File: src/rtl/bip_control_fsm.sv
// -----------------------------------------------------------------------------
// bip_control_fsm
//   Control unit for the BIP accumulator machine. It owns the program counter
//   and a run/halt state machine (IDLE, EXEC, WAIT, HALT). It decodes the
//   instruction at o_pc into the datapath strobes, and it adds jumps and
//   conditional branches. Data-memory reads can be stretched by RD_LATENCY
//   wait cycles.
//
// Ports
//   i_clk          clock, rising edge
//   i_rst          asynchronous reset, active low
//   i_instruction  instruction word at o_pc (combinational instruction memory)
//   i_start        single-cycle pulse; leaves IDLE, or restarts from HALT at PC 0
//   i_acc_zero     accumulator == 0 flag, used by BEQ/BNE
//   o_pc           program counter
//   o_data_ins     raw operand field of i_instruction
//   o_sel_a        accumulator input select
//   o_sel_b        ALU B select (0 memory, 1 immediate)
//   o_wr_acc       accumulator write enable
//   o_op_code      ALU op (1 add, 0 sub)
//   o_wr / o_rd    data-memory write / read
//   o_busy         high in EXEC or WAIT
//   o_halted       high in HALT
//   o_illegal      sticky flag: an undefined opcode was fetched
// -----------------------------------------------------------------------------
module bip_control_fsm #(
    parameter int NB_BITS    = 16,
    parameter int NB_OPCODE  = 5,
    parameter int NB_PC      = 11,
    parameter int RD_LATENCY = 1
) (
    input  logic                         i_clk,
    input  logic                         i_rst,
    input  logic [NB_BITS-1:0]           i_instruction,
    input  logic                         i_start,
    input  logic                         i_acc_zero,
    output logic [NB_PC-1:0]             o_pc,
    output logic [NB_BITS-NB_OPCODE-1:0] o_data_ins,
    output logic [1:0]                   o_sel_a,
    output logic                         o_sel_b,
    output logic                         o_wr_acc,
    output logic                         o_op_code,
    output logic                         o_wr,
    output logic                         o_rd,
    output logic                         o_busy,
    output logic                         o_halted,
    output logic                         o_illegal
);

    localparam int NB_OPERAND = NB_BITS - NB_OPCODE;
    localparam int NB_CNT     = 3;   // holds RD_LATENCY up to 7

    localparam logic [NB_CNT-1:0] CNT_LOAD = NB_CNT'(RD_LATENCY);
    localparam logic [NB_CNT-1:0] CNT_LAST = NB_CNT'(1);

    localparam logic [NB_OPCODE-1:0] OP_HLT  = NB_OPCODE'(0);
    localparam logic [NB_OPCODE-1:0] OP_STO  = NB_OPCODE'(1);
    localparam logic [NB_OPCODE-1:0] OP_LD   = NB_OPCODE'(2);
    localparam logic [NB_OPCODE-1:0] OP_LDI  = NB_OPCODE'(3);
    localparam logic [NB_OPCODE-1:0] OP_ADD  = NB_OPCODE'(4);
    localparam logic [NB_OPCODE-1:0] OP_ADDI = NB_OPCODE'(5);
    localparam logic [NB_OPCODE-1:0] OP_SUB  = NB_OPCODE'(6);
    localparam logic [NB_OPCODE-1:0] OP_SUBI = NB_OPCODE'(7);
    localparam logic [NB_OPCODE-1:0] OP_JMP  = NB_OPCODE'(8);
    localparam logic [NB_OPCODE-1:0] OP_BEQ  = NB_OPCODE'(9);
    localparam logic [NB_OPCODE-1:0] OP_BNE  = NB_OPCODE'(10);
    localparam logic [NB_OPCODE-1:0] OP_NOP  = NB_OPCODE'(11);

    typedef enum logic [1:0] {
        ST_IDLE = 2'd0,
        ST_EXEC = 2'd1,
        ST_WAIT = 2'd2,
        ST_HALT = 2'd3
    } state_t;

    state_t              state, state_nxt;
    logic [NB_PC-1:0]    pc, pc_nxt;
    logic [NB_CNT-1:0]   wait_cnt, wait_cnt_nxt;
    logic                illegal, illegal_nxt;

    logic [NB_OPCODE-1:0]  opcode;
    logic [NB_OPERAND-1:0] operand;
    logic [NB_PC-1:0]      pc_inc;
    logic [NB_PC-1:0]      target;

    logic [1:0] dec_sel_a;
    logic       dec_sel_b;
    logic       dec_wr_acc;
    logic       dec_op_code;
    logic       dec_wr;
    logic       dec_rd;
    logic       dec_legal;
    logic       dec_taken;

    assign opcode  = i_instruction[NB_BITS-1 -: NB_OPCODE];
    assign operand = i_instruction[NB_OPERAND-1:0];
    assign pc_inc  = pc + NB_PC'(1);          // wraps modulo 2^NB_PC
    assign target  = operand[NB_PC-1:0];      // jump targets are truncated

    // Raw opcode decode. The state machine below gates these strobes.
    always_comb begin
        dec_sel_a   = 2'b00;
        dec_sel_b   = 1'b0;
        dec_wr_acc  = 1'b0;
        dec_op_code = 1'b0;
        dec_wr      = 1'b0;
        dec_rd      = 1'b0;
        dec_legal   = 1'b1;
        dec_taken   = 1'b0;
        case (opcode)
            OP_HLT:  begin end
            OP_STO:  begin dec_sel_a = 2'b11; dec_wr = 1'b1; end
            OP_LD:   begin dec_wr_acc = 1'b1; dec_rd = 1'b1; end
            OP_LDI:  begin dec_sel_a = 2'b01; dec_wr_acc = 1'b1; end
            OP_ADD:  begin dec_sel_a = 2'b10; dec_wr_acc = 1'b1; dec_op_code = 1'b1; dec_rd = 1'b1; end
            OP_ADDI: begin dec_sel_a = 2'b10; dec_sel_b = 1'b1; dec_wr_acc = 1'b1; dec_op_code = 1'b1; end
            OP_SUB:  begin dec_sel_a = 2'b10; dec_wr_acc = 1'b1; dec_rd = 1'b1; end
            OP_SUBI: begin dec_sel_a = 2'b10; dec_sel_b = 1'b1; dec_wr_acc = 1'b1; end
            OP_JMP:  dec_taken = 1'b1;
            OP_BEQ:  dec_taken = i_acc_zero;
            OP_BNE:  dec_taken = ~i_acc_zero;
            OP_NOP:  begin end
            default: dec_legal = 1'b0;
        endcase
    end

    always_comb begin
        state_nxt    = state;
        pc_nxt       = pc;
        wait_cnt_nxt = wait_cnt;
        illegal_nxt  = illegal;
        o_sel_a      = 2'b00;
        o_sel_b      = 1'b0;
        o_wr_acc     = 1'b0;
        o_op_code    = 1'b0;
        o_wr         = 1'b0;
        o_rd         = 1'b0;
        case (state)
            ST_IDLE: begin
                if (i_start) begin
                    state_nxt = ST_EXEC;
                end
            end
            ST_EXEC: begin
                o_sel_a   = dec_sel_a;
                o_sel_b   = dec_sel_b;
                o_wr_acc  = dec_wr_acc;
                o_op_code = dec_op_code;
                o_wr      = dec_wr;
                o_rd      = dec_rd;
                if (!dec_legal) begin
                    illegal_nxt = 1'b1;
                    state_nxt   = ST_HALT;
                end else if (opcode == OP_HLT) begin
                    state_nxt = ST_HALT;
                end else if (dec_rd && (RD_LATENCY != 0)) begin
                    // The accumulator write waits for the last wait cycle,
                    // when the read data is valid.
                    o_wr_acc     = 1'b0;
                    wait_cnt_nxt = CNT_LOAD;
                    state_nxt    = ST_WAIT;
                end else begin
                    pc_nxt = dec_taken ? target : pc_inc;
                end
            end
            ST_WAIT: begin
                // PC is frozen, so the instruction and its selects stay put.
                o_sel_a      = dec_sel_a;
                o_sel_b      = dec_sel_b;
                o_op_code    = dec_op_code;
                o_rd         = 1'b1;
                o_wr_acc     = (wait_cnt == CNT_LAST);
                wait_cnt_nxt = wait_cnt - CNT_LAST;
                if (wait_cnt == CNT_LAST) begin
                    pc_nxt    = pc_inc;
                    state_nxt = ST_EXEC;
                end
            end
            ST_HALT: begin
                if (i_start) begin
                    pc_nxt      = '0;
                    illegal_nxt = 1'b0;
                    state_nxt   = ST_EXEC;
                end
            end
            default: state_nxt = ST_IDLE;
        endcase
    end

    always_ff @(posedge i_clk or negedge i_rst) begin
        if (!i_rst) begin
            state    <= ST_IDLE;
            pc       <= '0;
            wait_cnt <= '0;
            illegal  <= 1'b0;
        end else begin
            state    <= state_nxt;
            pc       <= pc_nxt;
            wait_cnt <= wait_cnt_nxt;
            illegal  <= illegal_nxt;
        end
    end

    assign o_pc       = pc;
    assign o_data_ins = operand;
    assign o_busy     = (state == ST_EXEC) || (state == ST_WAIT);
    assign o_halted   = (state == ST_HALT);
    assign o_illegal  = illegal;

endmodule

File: config.mk
export PLATFORM = sky130hd
export DESIGN_NAME = bip_control_fsm
export DESIGN_NICKNAME = d
export VERILOG_FILES = /design/src/rtl/bip_control_fsm.sv
export SDC_FILE = /design/constraint.sdc
export NUM_CORES = 1
export LEC_CHECK = 0
export ABC_AREA = 1
export ABC_CLOCK_PERIOD_IN_PS = 3800
export CORE_MARGIN = 8
export CORE_UTILIZATION = 52
export CTS_BUF_LIST = sky130_fd_sc_hd__clkbuf_4
export CTS_CLUSTER_SIZE = 30
export DETAILED_ROUTE_END_ITERATION = 6
export GPL_ROUTABILITY_DRIVEN = 0
export PLACE_DENSITY = 0.91
export SYNTH_ARGS = -nofsm -noshare
export SYNTH_HDL_FRONTEND = slang
export SYNTH_SLANG_ARGS = --single-unit
File: constraint.sdc
create_clock -name i_clk -period 3.8 [get_ports i_clk]
set_input_delay 0.76 -clock i_clk [delete_from_list [all_inputs] [get_ports i_clk]]
set_output_delay 0.76 -clock i_clk [all_outputs]
set_load 0.02 [all_outputs]
* Word-level counts from Yosys, hierarchy flattened
Cells that the tools add are included.
** Word-level totals
- Latch bits :: 0
- Word-level logic and storage cells :: 86
- Memories kept :: 0
- Output and inout port bits :: 32
- Input port bits :: 20
- Bits in read-only memories :: 0
- Register bits after elaboration :: 17
- Bits in writable memories :: 0
** Cells by class
- Reduce and logical (&&, ||, !) cells :: 18
- Bitwise logic cells :: 1
- Mux-type cells :: 37
- Equality and inequality tests :: 24
- Div/mod/pow operators :: 0
- Multiply operators :: 0
- Magnitude comparators :: 0
- Shifts and indexed selects :: 0
- Add/sub/neg operators :: 2
** Operator list (count)
- 11-bit 2-to-1 mux :: 6
- 11-bit case mux with 3 select lines :: 1
- 5-bit by 3-bit == test with 1-bit output, second input constant :: 4
- 5-bit by 4-bit == test with 1-bit output, second input constant :: 4
- 1-bit 2-to-1 mux :: 14
- 2-bit != test, second input constant :: 7
- 2-bit 2-to-1 mux :: 6
- 2-bit case mux with 3 select lines :: 2
- 12-bit OR reduction :: 1
- 11-bit by 1-bit adder with 11-bit output, second input constant :: 1
- 5-bit by 2-bit == test with 1-bit output, second input constant :: 2
- 3-bit 2-to-1 mux :: 3
- 2-bit OR reduction :: 4
- 1-bit case mux with 2 select lines :: 3
- 3-bit case mux with 2 select lines :: 1
- 3-bit AND reduction :: 2
- 6-bit AND reduction :: 1
- 6-bit OR reduction :: 1
- 5-bit by 1-bit == test with 1-bit output, second input constant :: 1
- 5-bit zero test :: 1
- 2-bit == test, second input constant :: 2
- 4-bit != test, second input constant :: 1
- 4-bit AND reduction :: 1
- 2-bit nonzero test :: 2
- 11 further kinds :: 11

* Logic depth before layout (Yosys ltp)
- Depth after elaboration :: 7
- Gate-level depth with buffers :: 11

* Worst setup path before layout
Ideal clock, no wire load.
- Path type :: flip-flop to output port
- From :: register state[0]
- To :: output o_sel_a[0]
- Slack :: 1.388 ns
- Required time :: 3.040 ns
- Arrival time :: 1.652 ns
- Stages on the path, launching flop included :: 5
- Path through :: dfrtp_1 > inv_1 > ha_1 > inv_1 > nor4_1
** Between the ends
- Longest elaborated chain between the ends :: 3
- Elaborated cells between the ends (all ways) :: 4
- Classes of those cells :: eq/ne: 2; mux: 1; reduce/logical: 1
** RTL lines
- start, declared :: RTL line 76 : state_t state, state_nxt;
- start signal, assigned :: RTL line 197 : state <= state_nxt;
- 2-bit by 1-bit == test with 1-bit output or 2-bit == test (tied branches) :: RTL line 138 : case (state)
- 2-bit OR reduction (no line) *
- 2-bit 2-to-1 mux * :: RTL line 138
- end, declared :: RTL line 39 : output logic [1:0] o_sel_a,
Every way passes the cells marked *; elsewhere a longest branch is shown, timed or not.

* Worst setup path in the final report
- From :: input i_instruction[15]
- To :: output o_wr_acc
** Between the ends
- Longest elaborated chain between the ends :: 7
- Elaborated cells between the ends (all ways) :: 22
- Classes of those cells :: eq/ne: 11; mux: 7; reduce/logical: 4
** RTL lines
- start, declared :: RTL line 34 : input logic [NB_BITS-1:0] i_instruction,
- 5-bit by 3-bit == test with 1-bit output or 5-bit by 2-bit == test with 1-bit output (tied branches) :: RTL line 110 : case (opcode)
- 6-bit OR reduction (no line) or 3-bit OR reduction (tied branches)
- 1-bit 2-to-1 mux :: RTL line 110
- 1-bit 2-to-1 mux :: RTL line 156 : end else if (dec_rd && (RD_LATENCY != 0)) begin
- 1-bit 2-to-1 mux :: RTL line 154 : end else if (opcode == OP_HLT) begin
- 1-bit 2-to-1 mux * :: RTL line 151 : if (!dec_legal) begin
- 1-bit case mux with 2 select lines * :: RTL line 138
- end, declared :: RTL line 41 : output logic o_wr_acc,
Marked as above.

==> key figures <==
Drt
  • Post-Route WL: 4.27 mm
  • Vias: 1,759
  • First-pass iteration count of the detailed router: 4
  • DR WL/cell: 13.0 microns
  • Initial DRC Count: 137
  • # DRC: 0
  • DRT antenna net count: 0
  • Routed vias/inst: about 5.3

Placed design
  • Post-DP Area: 2050 sq um
  • DP HPWL: 3.39 mm
  • Input/output buffers: 51
  • Setup slack at placement: roughly 0.5 ns
  • Placed Cells incl. Taps: about 330

GRT
  • Gr ovfl total: 0
  • Initial antenna violation count: 0
  • Via count of the first global-routing pass: approximately 1,600
  • First-pass GRT wire length: around 7 mm
  • Largest net degree at the start of global routing: 18
  • GRT Total Usage: 16.3%

Min path
  • Worst hold stages: 2
  • Worst Hold Class: reg -> reg
  • Hold Crit Endpoint: wait_cnt[1]
  • Start point of the worst min-delay path: wait_cnt[1]

Synthesis
  • Syn_area_per_cell: 6.27 sq um
  • Seq/Total Area, Yosys: 26.2%
  • Synth top area share: 26.2%
  • Yosys cell types: 22
  • Number of flops mapped to enable cells by yosys: 0
  • Cell count after synthesis: 259
  • Syn_nets: 286
  • Seq cells post-synth: 17
  • Ys Warns: 0
  • Yosys top cell by area: dfrtp_1
  • Most used DFF post-synth: dfrtp_1
  • Post-Synthesis Cell Area: 1620 sq um
  • Area contributors post-synth: dfrtp_1 (26%), nand2_1 (23%), nand3_1 (9.2%)
  • Ys async rst share: 100%

Critical path
  • Critical path data required time: approximately 3.0 ns
  • Slowest cell on the critical path: clkdlybuf4s50_1
  • RR Startpoint: state[0]
  • CP max stage delay: 0.62 ns
  • CP dominant cell by count: nand2_1
  • CP endpoint kind: output pin
  • Cell breakdown of the critical path: clkdlybuf4s50_1, inv_1, nand2_1, nor2_2, nand2_1, nand2_1, inv_1, nand2_1, a21oi_1, clkdlybuf4s50_1
  • Worst EP arrival: between 2 and 3 ns
  • CP Class: in -> out
  • Worst setup SP type: input port
  • Crit path max fanout: 3
  • Reg2reg setup slack: between 1 and 1.5 ns
  • R2R cell count: 10
  • R2r endpoint: o_pc[9]

CTS
  • Cts repair resizes: 0
  • Worst skew pair latency: around 0.30 ns
  • Clk slew on worst S/H paths: ~0.10 ns
  • Post-CTS Repair Setup Buffers: 0
  • Htree depth: 1
  • Longest Clk Path Bufs: 2
  • CTS Root Cell: clkbuf_4
  • CTS tree: yes
  • Num CTS Buffers: 3
  • Hold_buf cts: 0
  • Clk sink count: 17

STA
  • Slew headroom: between 30% and 40%
  • RSZ-0062 raised after global routing: no
  • Final Max Tran Viols: 0
  • Final-report hold violation count: 0
  • Final critical-path required period: ~3.3 ns
  • Hold WS: 0.497 ns
  • Fin Clk Skew: 0.00966 ns
  • Slew @ Worst Pin: between 1 and 1.5 ns
  • Max Clock Freq: 300 MHz
  • Setup slack after layout: 0.471 ns
  • Total negative slack: 0 ns
  • Crit share post-route: 87.6%
  • Setup violators final: 0

Pwr
  • Leakage: 1.01 nW
  • Max rail drop VDD: 0.474 mV
  • Power density over cell area: 656 nW/um^2
  • Design Power: 1.36 mW

Final layout
  • Non-Filler Instances: 330
  • Final core occ: 69.2%
  • Final nets: 325
  • Most common cell after layout, fill and taps aside: nand2_1
  • Share of layout cells above drive strength 1: 4.71%
  • Final cell area excluding filler cells: between 2000 and 2500 sq um
  • Most frequent cells in the layout: nand2_1 (100), clkdlybuf4s50_1 (51), nand3_1 (30)
  • Antenna fix cells: 0
  • Layout area overhead: 28.0%

Floorplan
  • Die height: 71.9 microns
  • Chip width: 71.9 microns
  • Die ar.: ~5200 sq um
  • Rows: 20
  • I/O pins: 52
  • Initial core utilization: 54.1%
  • Core area: 3000 sq um

Status
  • Status: complete, no violations

Flow run
  • Max_cap viols: 0
[state kept, by name, indices dropped and copies added, names as in the netlist]
name	cells
o_pc	11
wait_cnt	3
state	2
o_illegal	1
[layout make-up]
type | count | area (sq um)
clock buffers | 4 | 30.0
flip-flops and latches | 17 | 425
fillers | 290 | 925
multi-input cells | 194 | 950
well taps | 33 | 41.3
inverters | 30 | 114
repair buffers | 52 | 518
[worst max path at each step]
stage,depth (start not counted),end,slack (ns),startpoint
2_1_floorplan,4,o_sel_a[0],1.39,state[0]
3_3_place_gp,10,o_wr_acc,0.53,i_instruction[15]
3_5_place_dp,10,o_wr_acc,0.50,i_instruction[15]
4_1_cts,10,o_wr_acc,0.48,i_instruction[14]
5_1_grt,10,o_wr_acc,0.36,i_instruction[14]
6_report,10,o_wr_acc,0.47,i_instruction[15]
[cell families (layout without fill, tap and decap cells)]
| logic type | count (synthesis) | in the layout | share of synthesized area (%) |
|---|---|---|---|
| buffers and inverters | 48 | 86 | 15.3 |
| AND/OR/NAND/NOR | 171 | 171 | 47.6 |
| flip-flops | 17 | 17 | 26.2 |
| AO/OA/AOI/OAI | 15 | 15 | 4.93 |
| XOR/XNOR | 1 | 1 | 0.539 |
| adder cells (fa/ha/maj) | 7 | 7 | 5.39 |
[worst max-delay path, delay by kind of cell]
family	cells	cell delay, ns
AND/OR/NAND/NOR	5	0.34
buffers and inverters	4	1.34
AO/OA/AOI/OAI	1	0.12
[synth_stat cells, types with 2 or more instances]
cell type / count
o21bai_1: 2
nor2_2: 4
ha_1: 7
buf_2: 3
nand3_1: 30
a21oi_1: 8
buf_6: 2
nand4_1: 8
nor2_1: 12
o21ai_0: 5
nor3_1: 2
nand2_1: 100
dfrtp_1: 17
inv_1: 28
or2_2: 2
buf_4: 13
nand3b_1: 11
[report_power, final]
part	switching (mW)	internal, mW	leakage (nW)
logic	0.548	0.352	0.775
registers	0.0990	0.256	0.219
clock network	0.0603	0.0480	0.0184
[metal layers]
layer | track usage (%) | share of wire [%] | up-vias
met5 | 0 | 0 | -
met4 | 2.27 | 0.56 | 0
met3 | 4.32 | 7.2 | 2
met2 | 29.5 | 49 | 52
met1 | 18.9 | 43 | 809
li1 | - | - | 896
(Power assumes the default switching activity.)
